--- config.mk ---
export PLATFORM = sky130hd
export DESIGN_NAME = mem_arbiter_flat
export DESIGN_NICKNAME = d
export VERILOG_FILES = /design/src/rtl/mem_arbiter_if.sv /design/src/rtl/mem_arbiter.sv /design/src/flat_wrapper.sv
export SDC_FILE = /design/constraint.sdc
export NUM_CORES = 1
export LEC_CHECK = 0
export CAP_MARGIN = 10
export CORE_UTILIZATION = 39
export DETAILED_ROUTE_END_ITERATION = 16
export PLACE_DENSITY = 0.88
export SLEW_MARGIN = 40
export SYNTH_ARGS = -nofsm -noshare
export SYNTH_HDL_FRONTEND = slang
export SYNTH_SLANG_ARGS = --single-unit
--- constraint.sdc ---
create_clock -name clk -period 1.6 [get_ports clk]
set_input_delay 0.24 -clock clk [delete_from_list [all_inputs] [get_ports clk]]
set_output_delay 0.24 -clock clk [all_outputs]
set_load 0.02 [all_outputs]
--- src/rtl/mem_arbiter_if.sv ---
// Bundle of the I-side, D-side, memory-port and status signals around the memory arbiter.
// Latency: none, this is wiring only.
// Backpressure: none here; requesters hold level requests until their done pulse.
interface mem_arbiter_if;
    // I-cache miss path
    logic        i_req;
    logic [15:0] i_addr;
    logic        i_done;
    logic [15:0] i_rdata;
    // D-cache miss / writeback path
    logic        d_req;
    logic        d_wr;
    logic [15:0] d_addr;
    logic [15:0] d_wdata;
    logic        d_done;
    logic [15:0] d_rdata;
    // unified memory port
    logic        mem_en;
    logic        mem_wr;
    logic [15:0] mem_addr;
    logic [15:0] mem_wdata;
    logic [15:0] mem_rdata;
    // status for performance counters
    logic        busy;
    logic        owner;

    // arbiter side
    modport slave (
        input  i_req, i_addr, d_req, d_wr, d_addr, d_wdata, mem_rdata,
        output i_done, i_rdata, d_done, d_rdata,
        output mem_en, mem_wr, mem_addr, mem_wdata, busy, owner
    );

    // requester / memory side
    modport master (
        output i_req, i_addr, d_req, d_wr, d_addr, d_wdata, mem_rdata,
        input  i_done, i_rdata, d_done, d_rdata,
        input  mem_en, mem_wr, mem_addr, mem_wdata, busy, owner
    );
endinterface

--- src/rtl/mem_arbiter.sv ---
// Shares one memory port between I-cache and D-cache miss paths, one access in flight at a time, D preferred with an I starvation guard.
// Latency: issue one cycle after the request is sampled in IDLE; done pulses MEM_LAT+2 cycles after that sampling edge.
// Backpressure: requests are level-held and only sampled in IDLE, so a busy arbiter simply stalls the waiting requester.
module mem_arbiter #(
    parameter int MEM_LAT    = 2,
    parameter int STARVE_LIM = 4
) (
    input  logic         clk,
    input  logic         rst_n,
    mem_arbiter_if.slave bus
);
    typedef enum logic [1:0] {IDLE, ISSUE, WAIT, DONE} state_t;

    localparam logic [2:0] WAIT_LOAD  = 3'(MEM_LAT - 1);
    localparam logic [3:0] STARVE_MAX = 4'(STARVE_LIM);

    state_t      state;
    state_t      state_nxt;

    logic        grant_vld;
    logic        grant_d;
    logic [2:0]  wait_cnt;
    logic [3:0]  starve_cnt;

    // latched access descriptor, owner doubles as the status output
    logic        owner_q;
    logic        wr_q;
    logic [15:0] addr_q;
    logic [15:0] wdata_q;
    logic [15:0] i_rdata_q;
    logic [15:0] d_rdata_q;

    logic        mem_en;
    logic        mem_wr;
    logic [15:0] mem_wdata;
    logic        i_done;
    logic        d_done;
    logic        busy;

    // state register; reset aborts any in-flight access
    always_ff @(posedge clk or negedge rst_n) begin
        if (!rst_n) begin
            state <= IDLE;
        end else begin
            state <= state_nxt;
        end
    end

    // arbitration, sequencing and strobe generation
    always_comb begin
        state_nxt = state;
        grant_vld = 1'b0;
        grant_d   = 1'b0;
        mem_en    = 1'b0;
        mem_wr    = 1'b0;
        mem_wdata = '0;
        i_done    = 1'b0;
        d_done    = 1'b0;
        busy      = 1'b1;
        case (state)
            IDLE: begin
                busy = 1'b0;
                if (bus.d_req && bus.i_req) begin
                    // D wins unless I has already been passed over STARVE_LIM times
                    grant_vld = 1'b1;
                    grant_d   = (starve_cnt != STARVE_MAX);
                end else if (bus.d_req) begin
                    grant_vld = 1'b1;
                    grant_d   = 1'b1;
                end else if (bus.i_req) begin
                    grant_vld = 1'b1;
                end
                if (grant_vld) begin
                    state_nxt = ISSUE;
                end
            end
            ISSUE: begin
                mem_en    = 1'b1;
                mem_wr    = wr_q;
                mem_wdata = wdata_q;
                state_nxt = WAIT;
            end
            WAIT: begin
                if (wait_cnt == 3'd0) begin
                    state_nxt = DONE;
                end
            end
            DONE: begin
                i_done    = ~owner_q;
                d_done    = owner_q;
                state_nxt = IDLE;
            end
            default: begin
                state_nxt = IDLE;
            end
        endcase
    end

    // grant latch, starvation count, latency countdown and read-data capture
    always_ff @(posedge clk or negedge rst_n) begin
        if (!rst_n) begin
            owner_q    <= 1'b0;
            wr_q       <= 1'b0;
            addr_q     <= '0;
            wdata_q    <= '0;
            starve_cnt <= '0;
            wait_cnt   <= '0;
            i_rdata_q  <= '0;
            d_rdata_q  <= '0;
        end else begin
            if (grant_vld) begin
                owner_q <= grant_d;
                if (grant_d) begin
                    addr_q  <= bus.d_addr;
                    wr_q    <= bus.d_wr;
                    wdata_q <= bus.d_wdata;
                    // only a D grant that actually bypassed a waiting I counts
                    if (bus.i_req && (starve_cnt != STARVE_MAX)) begin
                        starve_cnt <= starve_cnt + 4'd1;
                    end
                end else begin
                    addr_q     <= bus.i_addr;
                    wr_q       <= 1'b0;
                    wdata_q    <= '0;
                    starve_cnt <= '0;
                end
            end
            if (state == ISSUE) begin
                wait_cnt <= WAIT_LOAD;
            end else if ((state == WAIT) && (wait_cnt != 3'd0)) begin
                wait_cnt <= wait_cnt - 3'd1;
            end
            if ((state == WAIT) && (wait_cnt == 3'd0)) begin
                if (owner_q) begin
                    // writes return zero so a stale bus value never leaks out
                    d_rdata_q <= wr_q ? 16'h0000 : bus.mem_rdata;
                end else begin
                    i_rdata_q <= bus.mem_rdata;
                end
            end
        end
    end

    assign bus.mem_en    = mem_en;
    assign bus.mem_wr    = mem_wr;
    assign bus.mem_addr  = addr_q;
    assign bus.mem_wdata = mem_wdata;
    assign bus.i_done    = i_done;
    assign bus.d_done    = d_done;
    assign bus.i_rdata   = i_rdata_q;
    assign bus.d_rdata   = d_rdata_q;
    assign bus.busy      = busy;
    assign bus.owner     = owner_q;

endmodule

--- src/flat_wrapper.sv ---
// flat-port wrapper written by rule: the top's interface ports become plain ports
module mem_arbiter_flat 
#(
    parameter int MEM_LAT    = 2,
    parameter int STARVE_LIM = 4
)
  (clk, rst_n, bus_i_req, bus_i_addr, bus_d_req, bus_d_wr, bus_d_addr, bus_d_wdata, bus_mem_rdata, bus_i_done, bus_i_rdata, bus_d_done, bus_d_rdata, bus_mem_en, bus_mem_wr, bus_mem_addr, bus_mem_wdata, bus_busy, bus_owner);
  mem_arbiter_if bus_i ();
  input  logic clk;
  input  logic rst_n;
  input wire logic [$bits(bus_i.i_req)-1:0] bus_i_req;
  input wire logic [$bits(bus_i.i_addr)-1:0] bus_i_addr;
  input wire logic [$bits(bus_i.d_req)-1:0] bus_d_req;
  input wire logic [$bits(bus_i.d_wr)-1:0] bus_d_wr;
  input wire logic [$bits(bus_i.d_addr)-1:0] bus_d_addr;
  input wire logic [$bits(bus_i.d_wdata)-1:0] bus_d_wdata;
  input wire logic [$bits(bus_i.mem_rdata)-1:0] bus_mem_rdata;
  output wire logic [$bits(bus_i.i_done)-1:0] bus_i_done;
  output wire logic [$bits(bus_i.i_rdata)-1:0] bus_i_rdata;
  output wire logic [$bits(bus_i.d_done)-1:0] bus_d_done;
  output wire logic [$bits(bus_i.d_rdata)-1:0] bus_d_rdata;
  output wire logic [$bits(bus_i.mem_en)-1:0] bus_mem_en;
  output wire logic [$bits(bus_i.mem_wr)-1:0] bus_mem_wr;
  output wire logic [$bits(bus_i.mem_addr)-1:0] bus_mem_addr;
  output wire logic [$bits(bus_i.mem_wdata)-1:0] bus_mem_wdata;
  output wire logic [$bits(bus_i.busy)-1:0] bus_busy;
  output wire logic [$bits(bus_i.owner)-1:0] bus_owner;
  assign bus_i.i_req = bus_i_req;
  assign bus_i.i_addr = bus_i_addr;
  assign bus_i.d_req = bus_d_req;
  assign bus_i.d_wr = bus_d_wr;
  assign bus_i.d_addr = bus_d_addr;
  assign bus_i.d_wdata = bus_d_wdata;
  assign bus_i.mem_rdata = bus_mem_rdata;
  assign bus_i_done = bus_i.i_done;
  assign bus_i_rdata = bus_i.i_rdata;
  assign bus_d_done = bus_i.d_done;
  assign bus_d_rdata = bus_i.d_rdata;
  assign bus_mem_en = bus_i.mem_en;
  assign bus_mem_wr = bus_i.mem_wr;
  assign bus_mem_addr = bus_i.mem_addr;
  assign bus_mem_wdata = bus_i.mem_wdata;
  assign bus_busy = bus_i.busy;
  assign bus_owner = bus_i.owner;
  mem_arbiter #(.MEM_LAT(MEM_LAT), .STARVE_LIM(STARVE_LIM)) u_core (.clk(clk), .rst_n(rst_n), .bus(bus_i));
endmodule
==> results.md <==
- Cell taking the most area after synthesis: dfrtp_1
- Full die area: 9390 um2
- Final Setup Violations: 20
- Asr flop ratio synth: 100%
- Final instance area: 5740 um2
- Outcome: complete, but fails checks
- TritonRoute pass-1 iters: 4
- Input/output buffers: 138
- Gpl congestion: 0.784
- Post-route ant nets: 0
- Skew final: 11.8 ps
- Num rows: 34
- Critical path required time: 1360 ps
- Setup_tns: -385 ps
- Root buf cell: clkbuf_8
- Layout cells sized above 1: 27.3%
- GRT overflow: 0
- Hold Path Class: in -> async
- First-pass GRT wire length: 15.9 mm
- Cell variety after synth: 39
- Yosys warnings: 0
- Layout fillers: 663
- Initial Util: 40.3%
- Clock power share: 18.8%
- Wirelength per Cell: 16.5 um
- H-tree depth: 3
- Failing checks: setup timing
- F_max: 0.609 GHz
- Seq pwr share: 29.6%
- Detailed-placement wirelength estimate: 6.97 mm
- Overall routing resource usage: 21.2%
- Seq/Total Area, Yosys: 53.4%
- Via/cell ratio: 5.08
- Sw Share: 36.0%
- Largest net degree at the start of global routing: 39
- DRT Wirelength: 9.70 mm
- Top FF cell, synth: dfrtp_1
- CP top delay family: flip-flops
- Longest Clk Path Bufs: 2
- Setup ws final: -43.0 ps
- Setup CP Type: reg -> out
- Peak VDD IR: 0.901 mV
- PD cells: 1960 nW/um2
- Worst Tran Pin Value: 513 ps
- Max-cap violations: 0
- Antenna violations before repair: 0
- CTS Sinks: 75
- Placed Area: 5190 um2
- Share of the synthesized area in the top cell type: 53.4%
- Leak: 2.66 nW
- Nets: 551
- Worst-path cell chain: ha_4 -> buf_12 -> and2_4 -> buf_6
- Slew headroom: 65.8%
- Comb power frac: 51.6%
- Part of the cycle the worst path needs: 103%
- # IOs: 139
- Sw Pwr: 0.00404 W
- Worst-path maximum fanout: 16
- Worst path bufs/invs: 2
- Pint: 0.00719 W
- Synthesized flop and latch total: 75
- Worst Setup End Kind: output port
- CP max-delay cell: dfrtp_2
- Avg Inst Size Synth: 11.2 um2
- Worst Setup Start Kind: flop
- Pre-CTS WS: -257 ps
- Synth top area cells: dfrtp_1, mux2_2, o211ai_1, a22o_1, nand2_1
- # DRC: 0
- Die width: 96.9 um
- Final slew viol count: 0
- Final Hold Violating Endpoints: 0
- Diode count: 0
- Via count: 2983
- Unrepaired setup endpoints after global routing: yes
- Arr. time, crit path: 1400 ps
- Core Region: 8720 um2
- Post-Syn Nets: 390
- Worst-path clk slew: 80 ps
- Worst skew pair latency: 330 ps
- Largest stage delay on the critical path: 450 ps
- CTS tree: built
- EDFF count, synth: 0
- CTS buffer count: 9
- Post-synthesis cell area: 3510 um2
- Area Overhead vs Synth: 63.4%
- Number of global-route vias before repair: 3170
- Mapped Cells: 313
- Die Ht: 96.9 um
- Number of DRC markers in iteration 0: 69
- Tmin final: 1640 ps
-- per-layer routing --
layer	GRT usage, %	up-vias	routed length [um]
li1	-	1404	-
met1	25.4	1462	3950
met2	38.5	106	5180
met3	3.61	11	472
met4	6.43	0	100
met5	0	-	0
-- cells by family (layout without fill, tap and decap cells) --
logic type | count (synthesis) | count (layout) | share of synthesized area (%)
and+or+nand+nor | 89 | 89 | 14.0
adders and majority gates | 8 | 8 | 2.85
buffers and inverters | 44 | 210 | 6.38
AOI/OAI and AO/OA | 80 | 80 | 17.8
muxes | 17 | 17 | 5.45
DFF | 75 | 75 | 53.4
-- sequential cells by signal (all words and copies together) (netlist names) --
name                 flops
u_core.bus.d_rdata      16
u_core.starve_cnt        4
u_core.wait_cnt          3
u_core.bus.owner         1
u_core.bus.i_rdata      16
u_core.state             2
u_core.wr_q              1
u_core.wdata_q          16
u_core.bus.mem_addr     16
-- cell usage in the layout, fill, tap and decap left out, types with 2 or more instances in the layout --
cell	n
a22o_1	18
a21o_1	2
ha_1	2
inv_2	5
and2_4	12
buf_12	8
o211ai_2	9
inv_1	18
nand2b_1	16
o211ai_1	23
nand2_1	36
o21ai_0	16
dfrtp_1	74
mux2_4	2
mux2_2	15
clkbuf_8	10
buf_6	24
buf_4	21
bufinv_16	5
a21oi_1	2
and3_1	2
and2_1	6
nor2_1	3
ha_4	5
nand4b_1	2
clkdlybuf4s50_1	107
dlymetal6s2s_1	8
-- Yosys cell counts, drive strengths merged (4+ instances only) --
master,n
dfrtp,75
nand2,37
o211ai,32
inv,23
a22o,18
and2,18
o21ai,18
mux2,17
nand2b,17
buf,11
clkbuf,10
ha,8
nor2,4
-- power by group through the flow --
stage | Combinational [W] | Clock [W] | Sequential, W
after floorplan | 0.00211 | 0 | 0.00401
after global placement | 0.00524 | 0 | 0.00325
after detailed placement | 0.00543 | 0 | 0.00330
after CTS | 0.00573 | 0.00216 | 0.00330
after global routing | 0.00618 | 0.00224 | 0.00343
final | 0.00580 | 0.00211 | 0.00332
-- worst paths after layout --
kind / end / slack [ps] / from / cells past startpoint
max in group asynchronous: u_core.state[0]$_DFFE_PN0P_ / 610 / rst_n / 3
max reg2reg: u_core.bus.i_rdata[5]$_DFFE_PN0P_ / 0 / u_core.wait_cnt[1]$_DFFE_PN0P_ / 6
min reg2reg: u_core.bus.d_rdata[9]$_DFFE_PN0P_ / 490 / u_core.bus.d_rdata[9]$_DFFE_PN0P_ / 2
min in group clk: u_core.bus.mem_addr[14]$_DFFE_PN0P_ / 480 / bus_d_addr[14] / 3
max: bus_mem_wr / -40 / u_core.state[0]$_DFFE_PN0P_ / 4
min: u_core.bus.d_rdata[9]$_DFFE_PN0P_ / 420 / rst_n / 2
-- stage by stage --
| stage | utilization [%] | hold WS, ps | total power, W | cells |
|---|---|---|---|---|
| final | 65.8 | 421 | 0.0112 | 587 |
| after global routing | 65.8 | 452 | 0.0118 | 587 |
| after detailed placement | 59.5 | 254 | 0.00873 | 568 |
| after CTS | 64.5 | 424 | 0.0112 | 587 |
| after floorplan | - | -55.6 | 0.00612 | 313 |
| after global placement | 59.5 | 242 | 0.00849 | 568 |
-- worst reg2reg max path, stage by stage, from the launching register on --
cell      delay, ps
dfrtp_1         410
inv_2           100
ha_4            160
nand2b_4         70
nor3b_4         220
buf_12          180
mux2_2          350
-- final cells by class --
class / instances / area, um2 / share of cell area (%)
Multi-Input combinational cell: 194 / 1560 / 27.2
Sequential cell: 75 / 1880 / 32.7
Timing Repair Buffer: 171 / 1780 / 31.1
Clock inverter: 6 / 159 / 2.77
Inverter: 23 / 86.3 / 1.50
Tap cell: 108 / 135 / 2.36
Clock buffer: 10 / 138 / 2.40
-- repair_timing --
action / 4_1_cts / 5_1_grt
pin swaps: 6 / 7
setup endpoints to repair: 76 / 71
hold buffers: 1 / 0
hold endpoints to repair: 36 / 0
gates cloned: 0 / 0
resized for setup: 152 / 29
buffers inserted: 3 / 1
(Power assumes the default switching activity.)
